File: src/rtl/register_file_param.sv
// ============================================================================
// Module      : register_file_param
// Description : Parametrised 2-read/1-write register file with registered
//               read ports, write-to-read bypass, optional zero register and
//               a sequential bulk-clear engine (req/busy/done).
// Revision    : 1.0 - initial release
// ============================================================================
`default_nettype none

module register_file_param #(
    parameter int DATA_W   = 16,
    parameter int ADDR_W   = 4,
    parameter bit ZERO_REG = 1'b1,
    parameter bit BYPASS   = 1'b1
) (
    input  logic              clk,
    input  logic              rst,
    input  logic              reg_write_en,
    input  logic [ADDR_W-1:0] reg_write_dest,
    input  logic [DATA_W-1:0] reg_write_data,
    input  logic [ADDR_W-1:0] reg_read_addr_1,
    output logic [DATA_W-1:0] reg_read_data_1,
    input  logic [ADDR_W-1:0] reg_read_addr_2,
    output logic [DATA_W-1:0] reg_read_data_2,
    input  logic              clear_req,
    output logic              clear_busy,
    output logic              clear_done
);

    localparam int DEPTH = 2 ** ADDR_W;
    localparam logic [ADDR_W-1:0] LAST_IDX = '1;

    typedef enum logic [1:0] {
        S_IDLE  = 2'd0,
        S_CLEAR = 2'd1,
        S_DONE  = 2'd2
    } state_t;

    state_t            state_q, state_d;
    logic [ADDR_W-1:0] clr_idx_q, clr_idx_d;
    logic [DATA_W-1:0] mem_q [DEPTH];
    logic [DATA_W-1:0] rd1_q, rd1_d;
    logic [DATA_W-1:0] rd2_q, rd2_d;
    logic              wr_accept;

    // A clear request in IDLE wins over a coincident write; writes reopen in DONE.
    assign wr_accept = reg_write_en
                     && ((state_q == S_DONE) || ((state_q == S_IDLE) && !clear_req))
                     && !(ZERO_REG && (reg_write_dest == '0));

    always_comb begin
        state_d   = state_q;
        clr_idx_d = clr_idx_q;
        case (state_q)
            S_IDLE: begin
                if (clear_req) begin
                    state_d   = S_CLEAR;
                    clr_idx_d = '0;
                end
            end
            S_CLEAR: begin
                clr_idx_d = clr_idx_q + 1'b1;
                if (clr_idx_q == LAST_IDX) begin
                    state_d = S_DONE;
                end
            end
            S_DONE:  state_d = S_IDLE;
            default: state_d = S_IDLE;
        endcase
    end

    always_comb begin
        rd1_d = mem_q[reg_read_addr_1];
        if (ZERO_REG && (reg_read_addr_1 == '0)) begin
            rd1_d = '0;
        end else if (BYPASS && wr_accept && (reg_write_dest == reg_read_addr_1)) begin
            rd1_d = reg_write_data;
        end
    end

    always_comb begin
        rd2_d = mem_q[reg_read_addr_2];
        if (ZERO_REG && (reg_read_addr_2 == '0)) begin
            rd2_d = '0;
        end else if (BYPASS && wr_accept && (reg_write_dest == reg_read_addr_2)) begin
            rd2_d = reg_write_data;
        end
    end

    always_ff @(posedge clk) begin
        if (!rst) begin
            state_q   <= S_IDLE;
            clr_idx_q <= '0;
            rd1_q     <= '0;
            rd2_q     <= '0;
            for (int i = 0; i < DEPTH; i++) begin
                mem_q[i] <= '0;
            end
        end else begin
            state_q   <= state_d;
            clr_idx_q <= clr_idx_d;
            rd1_q     <= rd1_d;
            rd2_q     <= rd2_d;
            if (state_q == S_CLEAR) begin
                mem_q[clr_idx_q] <= '0;
            end else if (wr_accept) begin
                mem_q[reg_write_dest] <= reg_write_data;
            end
        end
    end

    assign reg_read_data_1 = rd1_q;
    assign reg_read_data_2 = rd2_q;
    assign clear_busy      = (state_q == S_CLEAR);
    assign clear_done      = (state_q == S_DONE);

endmodule

`default_nettype wire

File: config.mk
export PLATFORM = sky130hd
export DESIGN_NAME = register_file_param
export DESIGN_NICKNAME = d
export VERILOG_FILES = /design/src/rtl/register_file_param.sv
export SDC_FILE = /design/constraint.sdc
export NUM_CORES = 1
export LEC_CHECK = 0
export CORE_UTILIZATION = 55
export DETAILED_ROUTE_END_ITERATION = 12
export PLACE_DENSITY = 0.73
export SLEW_MARGIN = 20
export SYNTH_ARGS = -nofsm -noshare
export SYNTH_HDL_FRONTEND = slang
export SYNTH_SLANG_ARGS = --single-unit
File: constraint.sdc
create_clock -name clk -period 5.46 [get_ports clk]
set_input_delay 1.092 -clock clk [delete_from_list [all_inputs] [get_ports clk]]
set_output_delay 1.092 -clock clk [all_outputs]
set_load 0.05 [all_outputs]
# --- Word-level counts from Yosys, hierarchy flattened ---
# Memories as Yosys holds them, arrays and structs flattened. A register that Yosys moved wholly into a read port is not among the register bits.
# Cells that the tools add are included.
totals:
  ff_bits: 40
  mem_bits_rw: 256
  mem_count: 1
classes:
  n_addsub: 1
  n_eq_ne: 7
  mux: 21
  bitwise: 3
  n_reduce_logical: 17
memory_table:
  columns: ["memory", "words", "width", "read_ports", "rd_ports_with_merged_regs", "wr", "line_no", "source"]
  rows:
  - ["mem_q", 16, 16, 2, 2, 16, "41", "logic [DATA_W-1:0] mem_q [DEPTH];"]
ops:
  columns: ["operator", "n"]
  rows:
  - ["$mux 16", 4]
  - ["$reduce_or 16->1", 2]
  - ["$logic_not 4->1", 3]
  - ["$mux 4", 3]
  - ["$mux 1", 10]
  - ["$eq 4x4->1", 2]
  - ["$pmux 4 s2", 1]
  - ["$add 4x1->4 const B", 1]
  - ["$eq 4x4->1 const B", 1]
  - ["$mux 2", 2]
  - ["$pmux 2 s2", 1]
  - ["$reduce_and 2->1", 2]
  - ["$reduce_or 2->1", 2]
  - ["$logic_and 1x1->1", 3]
  - ["$and 1x1->1", 2]
  - ["$eq 2x1->1 const B", 1]
  - ["$eq 2x2->1 const B", 1]
  - ["$logic_not 1->1", 2]
  - ["$logic_not 2->1", 1]
  - ["$ne 2x1->1 const B", 1]
  - ["$ne 2x2->1 const B", 1]
  - ["$reduce_bool 2->1", 1]
  - ["$logic_or 1x1->1", 1]
  - ["$not 1->1", 1]

# --- Longest topological paths before layout ---
logic_depth:
  ltp_word: 11
  mapped_depth: 7

# --- Worst setup path after synthesis ---
# Ideal clock, no wire load.
synth_timing:
  path_kind: "input to register"
  start: "input reg_write_dest[0]"
  end: "memory mem_q[1][0], enable pin"
  t_arrival_ns: 3.580
  t_required_ns: 5.049
  setup_slack_ns: 1.469
  stages: 6
  path_buffers: 2
  cell_sequence: "buf_2 -> nor4_2 -> nor4_4 -> buf_2 -> mux2_2 -> o21ai_0"
synth_rtl:
  columns: ["item", "line_no", "source"]
  rows:
  - ["from (decl)", "19", "input logic [ADDR_W-1:0] reg_write_dest,"]
  - ["to (decl)", "41", null]

==> flow_summary_export.csv <==
group,metric,value,unit
worst_setup_path,crit_type,"input port to register",
logic_synthesis,syn_avg_cell_area,13.5,um^2
logic_synthesis,synthFlopType,"edfxtp_1",
detailed_routing,dr.pass1.iters,6,
detailed_routing,post_drt_wl_per_cell,27.7,um
place,hpwl,30.6,mm
timing,max-slew-margin-rel,0.258,
timing,fin_crit_sh,0.740,
logic_synthesis,yosysUniqueCellTypes,55,
logic_synthesis,synth-seq-cells,312,
detailed_routing,wl,44.8,mm
clock_network,cts_root_buffer,"clkbuf_16",
floorplan,core_area,28000,um^2
detailed_routing,vias_per_cell,6.66,
finish,syn_to_final_growth,14.2,%
grt,antenna_found_initial,0,
detailed_routing,via_count,10771,
floorplan,dieArea,29400,um^2
grt,grt_use_total,0.317,
clock_network,cts_tree,"yes",
logic_synthesis,seq_area_frac_synth,0.558,
logic_synthesis,synth-async-reset-ratio,0,
grt,grt_start_max_net_pins,61,
clock_network,cts_setup_buffers,0,
finish,antennaDiodeCount,0,
job,maxCapViolCount,0,
clock_network,cts_inserted_buffers,34,
run_status,outcome,"completed",
timing,setup-tns-final,0,ns
clock_network,cts.sinks,312,
finish,final_util,0.644,
detailed_routing,drt_iter0_drc,1402,
floorplan,die_height,171,um
timing,period_minus_slack,4.04,ns
timing,finClkSkew,0.0225,ns
power_and_ir_drop,power_leakage,6.48,nW
finish,final.fill_count,2062,
floorplan,die_x,171,um
logic_synthesis,synth_warnings,0,
worst_setup_path,cp-end-kind,"register",
timing,worstMarginPinSlew,1.11,ns
grt,grt-ovfl-total,0,
power_and_ir_drop,irDropWorstVdd,258,uV
worst_setup_path,start_kind,"input port",
worst_setup_path,crit_required,5.65,ns
timing,report.final.hold_viol_count,0,
grt,grt_pass1_wl,67.0,mm
clock_network,htreeDepth,2,
grt,grt_pass1_vias,10676,
floorplan,pin_count,66,
place,portBuffers,65,
logic_synthesis,synth_area,15800,um^2
clock_network,clk_pin_slew_worst_paths,0.06,ns
hold_path,hold_class,"register to register",
power_and_ir_drop,power_density,320,nW/um^2
worst_setup_path,arrival,4.23,ns
clock_network,hold_buffers,0,
timing,rsz0062_at_grt,"no",
place,gp_congestion,0.915,
finish,drive_gt1_frac,0.225,
floorplan,start_util,0.564,
finish,nets,1246,
clock_network,clock_path_buffers,3,
logic_synthesis,synth_edf_count,256,
timing,drv_slew,0,
clock_network,cts_resized,0,
logic_synthesis,syn_inst,1169,
timing,fmax,0.248,GHz
clock_network,clkLatencyLatePin,0.53,ns
worst_setup_path,path_max_fanout,34,
detailed_routing,drc,0,
timing,setup_viol,0,
floorplan,row_count,61,
detailed_routing,ant_nets,0,
## layer usage
metal	vias to the layer above	wire length, um	part of all wire	GRT usage
met5	-	0	0	0
met4	0	2170	0.048	0.139
met3	122	4000	0.089	0.0428
met2	623	22100	0.49	0.534
met1	5372	16600	0.37	0.411
li1	4654	-	-	-
## worst paths after layout
path                                end  slack, ns                       from  depth (start not counted)
min reg2reg     state_q[1]$_SDFFE_PN0P_       0.59  clr_idx_q[2]$_SDFFE_PN0P_                          2
min             state_q[1]$_SDFFE_PN0P_       0.59  clr_idx_q[2]$_SDFFE_PN0P_                          2
max          mem_q[14][1]$_SDFFCE_PN0P_       1.42          reg_write_dest[0]                          7
max reg2reg  mem_q[14][1]$_SDFFCE_PN0P_       2.21    state_q[1]$_SDFFE_PN0P_                          6
## cells in the mapped netlist (3+ instances only)
cell	count	area (um^2)
o32ai_1	15	131
o211ai_1	17	128
o21ai_0	16	80.1
o211a_1	15	150
edfxtp_1	256	7690
mux4_2	94	2120
nor2b_1	29	181
nor3_1	51	255
dfxtp_1	56	1120
o22ai_1	30	188
a31oi_1	3	18.8
nand3_1	4	20.0
buf_2	20	100
nand2_1	60	225
and3_1	80	500
a221o_1	19	190
o21ai_1	3	15.0
mux2i_1	48	480
buf_1	14	52.6
a22oi_1	3	22.5
inv_1	5	18.8
clkbuf_1	73	274
nor2_1	104	390
nand2b_1	22	138
nand4_1	4	25.0
mux2_2	69	777
and2_1	16	100
xnor2_1	8	70.1
o32a_1	3	30.0
## cells in the final DEF, fill, tap and decap left out, types with 3 or more instances in the layout
cell type          n
edfxtp_1         256
nor2_1           102
mux4_2            94
and3_1            80
mux2_2            69
nand2_1           60
clkdlybuf4s50_1   59
dfxtp_1           56
nor3_1            51
mux2i_1           47
buf_4             36
clkbuf_16         34
o22ai_1           30
nor2b_1           29
nand2b_1          22
a221o_1           19
o211ai_1          17
and2_1            16
conb_1            16
o211a_1           15
o32ai_1           15
o21ai_1           10
xnor2_1            8
inv_1              5
o21ai_2            5
clkbuf_1           5
nand4_1            4
nand3_1            4
inv_6              4
clkinvlp_4         4
bufinv_16          4
clkinv_1           4
buf_2              4
o21ai_0            3
o32a_1             3
a22oi_1            3
clkinv_4           3
## stage by stage
step | power, mW | hold slack (ns) | std cells | instance area, um^2 | worst slack, ns
global placement | 3.44 | 0.575 | 1555 | 16900 | 1.03
CTS | 5.76 | 0.586 | 1617 | 18000 | 1.49
finish | 5.76 | 0.587 | 1617 | 18000 | 1.42
detailed placement | 3.46 | 0.573 | 1555 | 16900 | 0.962
global route | 5.90 | 0.654 | 1617 | 18000 | 1.24
floorplan | 3.20 | 0.601 | 1184 | 15900 | 1.47
## power breakdown
group | switching (mW) | internal [mW] | total (mW)
Combinational | 0.414 | 0.269 | 0.683
Sequential | 0.0585 | 2.67 | 2.73
Clock | 0.966 | 1.38 | 2.35
## final cells by class
cell class | count | area (um^2) | share of cell area
clock inverters | 21 | 248 | 0.0137
flip-flops and latches | 312 | 8810 | 0.488
clock buffers | 41 | 897 | 0.0497
well taps | 378 | 473 | 0.0262
inverters | 5 | 18.8 | 0.00104
multi-input cells | 760 | 6690 | 0.371
repair buffers | 100 | 901 | 0.0499
## worst max-delay path, cell delays in order
cell             delay, ns
clkdlybuf4s50_1       0.72
nor4_2                0.14
nor4_4                0.86
buf_4                 0.33
o221ai_4              0.45
o21ai_1               0.32
buf_4                 0.30
## cell families (layout without fill, tap and decap cells)
| group | Yosys count | after routing | synth area share |
|---|---|---|---|
| XOR/XNOR | 8 | 8 | 0.00444 |
| AO/OA/AOI/OAI | 143 | 143 | 0.0721 |
| flip-flops | 312 | 312 | 0.558 |
| buffers and inverters | 112 | 167 | 0.0282 |
| AND/OR/NAND/NOR | 381 | 381 | 0.123 |
| adder cells (fa/ha/maj) | 1 | 1 | 0.000792 |
| other | 1 | 16 | 0.000237 |
| multiplexers | 211 | 211 | 0.214 |
(Power assumes the default switching activity.)
